<file path="config.mk">
export PLATFORM = sky130hd
export DESIGN_NAME = ram_burst_reader
export DESIGN_NICKNAME = d
export VERILOG_FILES = /design/src/rtl/ram_burst_pkg.sv /design/src/rtl/ram_skid_fifo.sv /design/src/rtl/ram_burst_reader.sv
export SDC_FILE = /design/constraint.sdc
export NUM_CORES = 1
export LEC_CHECK = 0
export BUFFER_PORTS_ARGS = -buffer_cell sky130_fd_sc_hd__buf_2
export CAP_MARGIN = 25
export CORE_ASPECT_RATIO = 0.9
export CORE_MARGIN = 5
export CORE_UTILIZATION = 45
export CTS_CLUSTER_DIAMETER = 30
export CTS_CLUSTER_SIZE = 24
export DETAILED_ROUTE_END_ITERATION = 16
export GPL_ROUTABILITY_DRIVEN = 0
export HOLD_SLACK_MARGIN = 0.08
export PLACE_DENSITY = 0.76
export SYNTH_ARGS = -nofsm -noshare
export SYNTH_HDL_FRONTEND = slang
export SYNTH_SLANG_ARGS = --single-unit
</file>
<file path="constraint.sdc">
create_clock -name clk -period 3.2 [get_ports clk]
set_input_delay 0.64 -clock clk [delete_from_list [all_inputs] [get_ports clk]]
set_output_delay 0.64 -clock clk [all_outputs]
set_load 0.05 [all_outputs]
</file>
<file path="src/rtl/ram_burst_pkg.sv">
// Shared types and constants for the RAM burst reader and its output buffer.
package ram_burst_pkg;

  typedef enum logic [1:0] {
    IDLE,
    READ,
    DRAIN
  } state_e;

  localparam int BufDepth = 2;
  localparam int OccW     = $clog2(BufDepth + 1);

endpackage

</file>
<file path="src/rtl/ram_skid_fifo.sv">
// Two-entry FIFO with valid/ready on both sides; the head register drives the
// output directly so out_data/out_valid are flop outputs.
module ram_skid_fifo
  import ram_burst_pkg::*;
#(
  parameter int W = 9
) (
  input  logic            clk,
  input  logic            rst,
  input  logic            in_valid,
  output logic            in_ready,
  input  logic [W-1:0]    in_data,
  output logic            out_valid,
  input  logic            out_ready,
  output logic [W-1:0]    out_data,
  output logic [OccW-1:0] occ
);

  logic [W-1:0]    head_q, head_d;
  logic [W-1:0]    tail_q, tail_d;
  logic [OccW-1:0] count_q, count_d;
  logic            push, pop;

  assign out_valid = (count_q != '0);
  assign out_data  = head_q;
  assign occ       = count_q;
  // A full buffer can still take a word when the head leaves in the same cycle.
  assign in_ready  = (count_q != OccW'(BufDepth)) || out_ready;
  assign push      = in_valid && in_ready;
  assign pop       = out_valid && out_ready;

  always_comb begin
    head_d  = head_q;
    tail_d  = tail_q;
    count_d = count_q;
    case ({push, pop})
      2'b10: begin
        if (count_q == '0) head_d = in_data;
        else               tail_d = in_data;
        count_d = count_q + OccW'(1);
      end
      2'b01: begin
        head_d  = tail_q;
        count_d = count_q - OccW'(1);
      end
      2'b11: begin
        if (count_q == OccW'(1)) begin
          head_d = in_data;
        end else begin
          head_d = tail_q;
          tail_d = in_data;
        end
      end
      default: ;
    endcase
  end

  always_ff @(posedge clk or posedge rst) begin
    if (rst) begin
      head_q  <= '0;
      tail_q  <= '0;
      count_q <= '0;
    end else begin
      head_q  <= head_d;
      tail_q  <= tail_d;
      count_q <= count_d;
    end
  end

endmodule

</file>
<file path="src/rtl/ram_burst_reader.sv">
// Burst read master: walks a wrapping address range on the RAM read port and
// streams the returned words out with valid/ready and a last-beat flag.
module ram_burst_reader
  import ram_burst_pkg::*;
#(
  parameter int Width     = 8,
  parameter int Depth     = 16,
  parameter int AddrWidth = $clog2(Depth)
) (
  input  logic                 clk,
  input  logic                 rst,
  input  logic                 start,
  input  logic [AddrWidth-1:0] baseAddr,
  input  logic [AddrWidth:0]   len,
  output logic                 busy,
  output logic                 done,
  output logic [AddrWidth-1:0] rdAddr,
  input  logic [Width-1:0]     rdData,
  output logic                 outValid,
  input  logic                 outReady,
  output logic [Width-1:0]     outData,
  output logic                 outLast
);

  localparam int CntW = AddrWidth + 1;
  localparam int SumW = OccW + 1;

  state_e               state_q, state_d;
  logic [AddrWidth-1:0] rd_addr_q, rd_addr_d;
  logic [CntW-1:0]      len_q, len_d;
  logic [CntW-1:0]      issued_q, issued_d;
  logic [CntW-1:0]      delivered_q, delivered_d;
  logic                 tag_q, tag_d;
  logic                 tag_last_q, tag_last_d;
  logic                 busy_q, busy_d;
  logic                 done_q, done_d;

  logic                 fifo_in_ready;
  logic                 fifo_valid;
  logic [Width:0]       fifo_out;
  logic [OccW-1:0]      fifo_occ;

  logic                 pop, room, issue, last_issue, last_pop;
  logic [AddrWidth-1:0] addr_next;

  assign pop        = fifo_valid && outReady;
  // Words buffered plus words still coming back from the RAM must stay within
  // the buffer, otherwise a stalled consumer would force a returning word out.
  assign room       = ({1'b0, fifo_occ} + SumW'(tag_q)) < (SumW'(BufDepth) + SumW'(pop));
  assign issue      = (state_q == READ) && room && fifo_in_ready;
  assign last_issue = (issued_q + CntW'(1)) == len_q;
  assign last_pop   = pop && ((delivered_q + CntW'(1)) == len_q);
  assign addr_next  = (rd_addr_q == AddrWidth'(Depth - 1)) ? '0 : rd_addr_q + AddrWidth'(1);

  always_comb begin
    state_d     = state_q;
    rd_addr_d   = rd_addr_q;
    len_d       = len_q;
    issued_d    = issued_q;
    delivered_d = delivered_q;
    tag_d       = 1'b0;
    tag_last_d  = 1'b0;
    busy_d      = busy_q;
    done_d      = 1'b0;

    case (state_q)
      IDLE: begin
        if (start) begin
          if (len == '0) begin
            done_d = 1'b1;
          end else begin
            state_d     = READ;
            busy_d      = 1'b1;
            len_d       = len;
            rd_addr_d   = baseAddr;
            issued_d    = '0;
            delivered_d = '0;
          end
        end
      end
      READ: begin
        if (issue) begin
          tag_d      = 1'b1;
          tag_last_d = last_issue;
          rd_addr_d  = addr_next;
          issued_d   = issued_q + CntW'(1);
          if (last_issue) state_d = DRAIN;
        end
      end
      DRAIN: ;
      default: state_d = IDLE;
    endcase

    if (state_q != IDLE && pop) delivered_d = delivered_q + CntW'(1);
    if (state_q != IDLE && last_pop) begin
      state_d = IDLE;
      busy_d  = 1'b0;
      done_d  = 1'b1;
    end
  end

  always_ff @(posedge clk or posedge rst) begin
    if (rst) begin
      state_q     <= IDLE;
      rd_addr_q   <= '0;
      len_q       <= '0;
      issued_q    <= '0;
      delivered_q <= '0;
      tag_q       <= 1'b0;
      tag_last_q  <= 1'b0;
      busy_q      <= 1'b0;
      done_q      <= 1'b0;
    end else begin
      state_q     <= state_d;
      rd_addr_q   <= rd_addr_d;
      len_q       <= len_d;
      issued_q    <= issued_d;
      delivered_q <= delivered_d;
      tag_q       <= tag_d;
      tag_last_q  <= tag_last_d;
      busy_q      <= busy_d;
      done_q      <= done_d;
    end
  end

  ram_skid_fifo #(
    .W(Width + 1)
  ) u_fifo (
    .clk      (clk),
    .rst      (rst),
    .in_valid (tag_q),
    .in_ready (fifo_in_ready),
    .in_data  ({tag_last_q, rdData}),
    .out_valid(fifo_valid),
    .out_ready(outReady),
    .out_data (fifo_out),
    .occ      (fifo_occ)
  );

  assign busy     = busy_q;
  assign done     = done_q;
  assign rdAddr   = rd_addr_q;
  assign outValid = fifo_valid;
  assign outData  = fifo_out[Width-1:0];
  assign outLast  = fifo_out[Width];

endmodule

</file>
Word-level counts from Yosys, hierarchy flattened:

Index checks and enable logic that the tools add are counted.

* add/subtract/negate cells: 7
* multiply operators: 0
* div/mod/pow operators: 0
* magnitude comparators: 1
* equal/unequal tests: 23
* shift operators: 0
* muxes and demuxes: 36
* bitwise operators: 1
* reduce and logical (&&, ||, !) cells: 28

Operators by type and width (number)
* $mux 9: 4
* $pmux 9 s3: 1
* $mux 5: 5
* $pmux 9 s2: 1
* $reduce_bool 2->1: 9
* $mux 4: 4
* $ne 2x2->1 const B: 7
* $mux 1: 12
* $reduce_and 3->1: 4
* $add 5x1->5 const B: 2
* $eq 5x5->1: 2
* $mux 2: 5
* $pmux 5 s2: 1
* $pmux 4 s2: 1
* $logic_and 1x1->1: 7
* $eq 2x1->1 const B: 3
* $eq 2x2->1 const B: 3
* $ne 2x1->1 const B: 3
* $ne 3x2->1 const B: 2
* $ne 3x3->1 const B: 2
* $pmux 2 s3: 1
* $logic_not 5->1: 1
* $reduce_and 5->1: 1
* $add 4x1->4 const B: 1
* other kinds (13): 14

* register bits after elaboration: 45
* bits in latches: 0
* memory bits (writable): 0
* memory bits (read-only): 0
* input bits: 21
* output and inout port bits: 16
* logic and storage cells: 108
* memories kept: 0

Longest topological paths before layout:

* word-level depth: 9
* depth in mapped cells: 11
* mapped depth without buffers: 10

By module:

A second synthesis with hierarchy kept.

* cells, all modules: 220
* area total of the unflattened synthesis: 2387.3 µm²

Modules (own cells, without submodules)
* ram_burst_reader: instances 1, cells an instance 133, area an instance 1358.8 µm², sequential area each 625.6 µm²
* ram_skid_fifo: instances 1, cells an instance 87, area an instance 1028.5 µm², sequential area each 500.5 µm²

Worst setup path after synthesis:

OpenSTA, ideal clock, no wires.

* path kind: register -> register
* from: register u_fifo.count_q[0], in the netlist u_fifo.occ[0]
* to: register rd_addr_q[1], in the netlist rdAddr[1]
* library setup time: 125 ps
* arrival: 2084 ps
* data required time: 3075 ps
* setup slack: 992 ps
* stages on the path, launching flop included: 7
* buffers on the path: 0
* clock period less this slack: 2208 ps
* cells stage by stage: dfrtp_1 inv_1 ha_1 or3b_4 a2111oi_4 o21ba_2 mux2_2

* longest elaborated chain between the ends: 8
* elaborated cells on any way between the ends: 11
* classes of those cells: add/sub (2); order compare (1); eq/ne (2); reduce/logical (6)

Ends and longest elaborated chain
* from (decl): line ram_skid_fifo.sv:21 `logic [OccW-1:0] count_q, count_d;`
* from (signal assigned): line ram_skid_fifo.sv:66 `count_q <= count_d;`
* $reduce_bool 2->1: line ram_skid_fifo.sv:24 `assign out_valid = (count_q != '0);`
* $logic_and 1x1->1: line ram_burst_reader.sv:46 `assign pop = fifo_valid && outReady;`
* $add 2x1->3: line ram_burst_reader.sv:49 `assign room = ({1'b0, fifo_occ} + SumW'(tag_q)) < (SumW'(BufDepth) + SumW'(pop));`
* $lt 3x3->1: line ram_burst_reader.sv:49
* $logic_and 1x1->1: line ram_burst_reader.sv:50 `assign issue = (state_q == READ) && room && fifo_in_ready;`
* $logic_and 1x1->1 (*): line ram_burst_reader.sv:50
* $ne 2x2->1 (no source line) (*)
* $reduce_and 4->1 (no source line) (*)
* to (signal assigned): line ram_burst_reader.sv:115 `rd_addr_q <= rd_addr_d;`
* to (decl): line ram_burst_reader.sv:29 `logic [AddrWidth-1:0] rd_addr_q, rd_addr_d;`

Mark *: on every way between the ends. The rest lies on a longest branch, timed or not.
A chain may end at the register's enable or synchronous reset.

Worst setup path in the final report:

Ends and elaborated chain as after synthesis.

==> metrics.md <==
| Metric | Value |
|---|---|
| Postcts setup bufs | 0 |
| Syn_nets | about 260 |
| Die width | 86.9 µm |
| Layout area overhead | 14.6% |
| Arrival time of the worst setup path | 2.65 ns |
| IO buf count | 36 |
| Initial Utilization | a little under half |
| Via count | 1747 |
| Final Power | between 3 and 4 mW |
| Cell variety after synth | 47 |
| Crit Reg-Reg Startpoint | u_fifo.occ[0] |
| N_diodes | 0 |
| Drt first pass iters | 4 |
| Vias in the first global route | between 1500 and 2000 |
| Leak | 1.31 nW |
| CTS tree | yes |
| Post-synth EDFFs | 0 |
| Final Non-Filler Cells | around 330 |
| Pre-CTS setup slack | 0.758 ns |
| Final hold violations | 0 |
| Clock buffer depth | 2 |
| Largest net degree at the start of global routing | 19 |
| Peak supply drop | 0.419 mV |
| Pwr/cell area | 1120 nW/µm² |
| Total CTS buffers | 5 |
| Synth top area cells | dfrtp_1, ha_1, mux2_2 |
| Slowest-stage cell, CP | a2111oi_4 |
| Die height | 79.2 µm |
| Post-synthesis cell count | 226 |
| Via density | 5.26 |
| Global Route Usage Sum | 16.1% |
| Clock Sinks | 45 |
| Worst min path class | in -> async |
| Post-Syn Area | 2400 µm² |
| Placed Area | 2660 µm² |
| Core area | 5220 µm² |
| Final setup margin | 0.737 ns |
| Bufs and invs on worst path | 1 |
| Root buffer cell | clkbuf_8 |
| FF-to-FF path depth | 6 |
| Slowest Stage Delay on Critical Path | 0.55 ns |
| Total negative slack | 0 ns |
| Crit-path max FO | 8 |
| Maximum clock frequency | around 0.41 GHz |
| Post-CTS resize count | 0 |
| Area leader, netlist | dfrtp_1 |
| Critical Path Start Type | register |
| Synth top area share | 47.0% |
| Share of the core filled with cells | 52.6% |
| Initial antenna violation count | 0 |
| CP Class | reg -> reg |
| Final Slew Violations | 0 |
| Slew @ Worst Pin | 0.677 ns |
| Seq/Total Area, Yosys | between 40% and 50% |
| Final Critical Period | 2.46 ns |
| Gr ovfl total | 0 |
| Max Cap Viol | 0 |
| Post-route cell area | between 2000 and 3000 µm² |
| Row count | 25 |
| Total number of H-tree levels | 2 |
| Clock-pin slew on the worst setup and hold paths | 0.09 ns |
| Global-route wire length before repair | 8600 µm |
| Synthesized area per cell | 10.6 µm² |
| CP Capture Point | rdAddr[1] |
| Relative slew slack | 54.6% |
| RSZ-0062 raised after global routing | no |
| Outcome | finished, final reports clean |
| Share of layout cells above drive strength 1 | 24.5% |
| Routed WL | just under 5000 µm |
| Yosys reg bits | 45 |
| Post-DP HPWL | 3710 µm |
| Final ANT Viol Nets | 0 |
| Fin nets | 296 |
| CP endpoint kind | register |
| Initial DRC count | 102 |
| Crit-path cells | inv_1 > ha_1 > or3b_4 > a2111oi_4 > o21ba_2 > mux2_2 |
| Delay-heaviest family, CP | compound AO/OA/AOI/OAI gates |
| Clock Latency Late Sink | 0.30 ns |
| Io pins | 37 |
| Fin crit share | 77.0% |
| Stages on worst setup path | 6 |
| Skew final | 0.0106 ns |
| Wire length per cell | 14.7 µm |
| DRC violation count after routing | 0 |
| Number of cells after detailed placement | 324 |
| Fill count | 470 |
| Die ar. | just under 7000 µm² |
| Reg2reg end | rdAddr[1] |
| WHS | 0.327 ns |
| Critical Path Start | u_fifo.occ[0] |
| Hold-fix buffers, CTS | 0 |
| Ys async rst share | 100% |
| Yosys warning count | 0 |
| Reg2reg setup slack | 0.74 ns |
| Ys flop type | dfrtp_1 |
| Critical Path RT | 3.39 ns |
| Final setup vio count | 0 |
==> cells in the mapped netlist (2+ instances only) <==
library cell	instances
ha_1	11
mux2_2	11
nand2_1	24
o21ai_0	17
a21oi_1	7
inv_1	13
xnor2_1	13
a31oi_1	2
nor3b_1	4
dfrtp_1	45
a22oi_1	10
nand2b_1	5
xor2_1	5
a211o_1	2
nor2b_1	2
nor4_1	2
clkbuf_1	4
a22o_1	4
mux2i_1	3
buf_6	2
and3_1	2
nor2_1	2
o21ba_2	2
nand3_1	9
nor3_1	2
o21a_1	2
==> area by class of cell <==
type | count | area (µm²) | share of cell area [%]
Tap cell | 67 | 83.8 | 3.05
Timing Repair Buffer | 40 | 230 | 8.38
Inverter | 13 | 48.8 | 1.78
Multi-Input combinational cell | 159 | 1170 | 42.6
Sequential cell | 45 | 1130 | 41.0
Clock inverter | 3 | 17.5 | 0.638
Clock buffer | 5 | 68.8 | 2.51
==> state kept, by name, indices dropped and copies added (netlist names) <==
signal and flops:
tag_q 1, done 1, state_q 2, issued_q 5
u_fifo.tail_q 9, u_fifo.out_data 9, busy 1, u_fifo.occ 2
tag_last_q 1, delivered_q 5, len_q 5, rdAddr 4
==> how the worst min path moves through the flow <==
stage	cells past startpoint	to	slack, ns
floorplan	1	u_fifo.tail_q[8]	0.48
global placement	2	u_fifo.out_data[4]	0.46
detailed placement	2	u_fifo.out_data[5]	0.47
CTS	2	u_fifo.out_data[5]	0.34
global route	2	u_fifo.tail_q[1]	0.36
finish	2	u_fifo.out_data[5]	0.33
==> where the power goes <==
part | internal [mW] | total (mW) | switching (mW)
logic | 0.695 | 1.67 | 0.973
clock network | 0.151 | 0.347 | 0.197
registers | 0.819 | 1.05 | 0.233
total | 1.67 | 3.07 | 1.40
==> cells in the final DEF, fill, tap and decap left out, types with 3 or more instances in the layout <==
cell / n
a21oi_1: 7
a22o_1: 4
a22oi_1: 10
buf_2: 36
buf_4: 3
clkbuf_8: 5
dfrtp_1: 45
ha_1: 11
inv_1: 12
mux2_2: 11
mux2i_1: 3
nand2_1: 24
nand2b_1: 5
nand3_1: 9
nor3b_1: 4
o21ai_0: 17
xnor2_1: 13
xor2_1: 5
==> layer usage <==
layer  wire length [µm]  part of all wire [%]  up-vias  GRT usage [%]
met5                  0                     0        -              0
met4                 76                   1.6        0           6.54
met3                161                   3.3        7           3.94
met2               2380                    49       25           25.3
met1               2270                    46      838           21.1
li1                   -                     -      877              -
==> kinds of logic after synthesis <==
group	share of synthesized area, %
and+or+nand+nor	12.5
buffers and inverters	4.17
xor gates and xnor gates	6.58
adders and majority gates	5.74
muxes	6.42
AOI/OAI and AO/OA	17.6
DFF	47.0
Note: power is estimated with default switching activity, not from simulation.
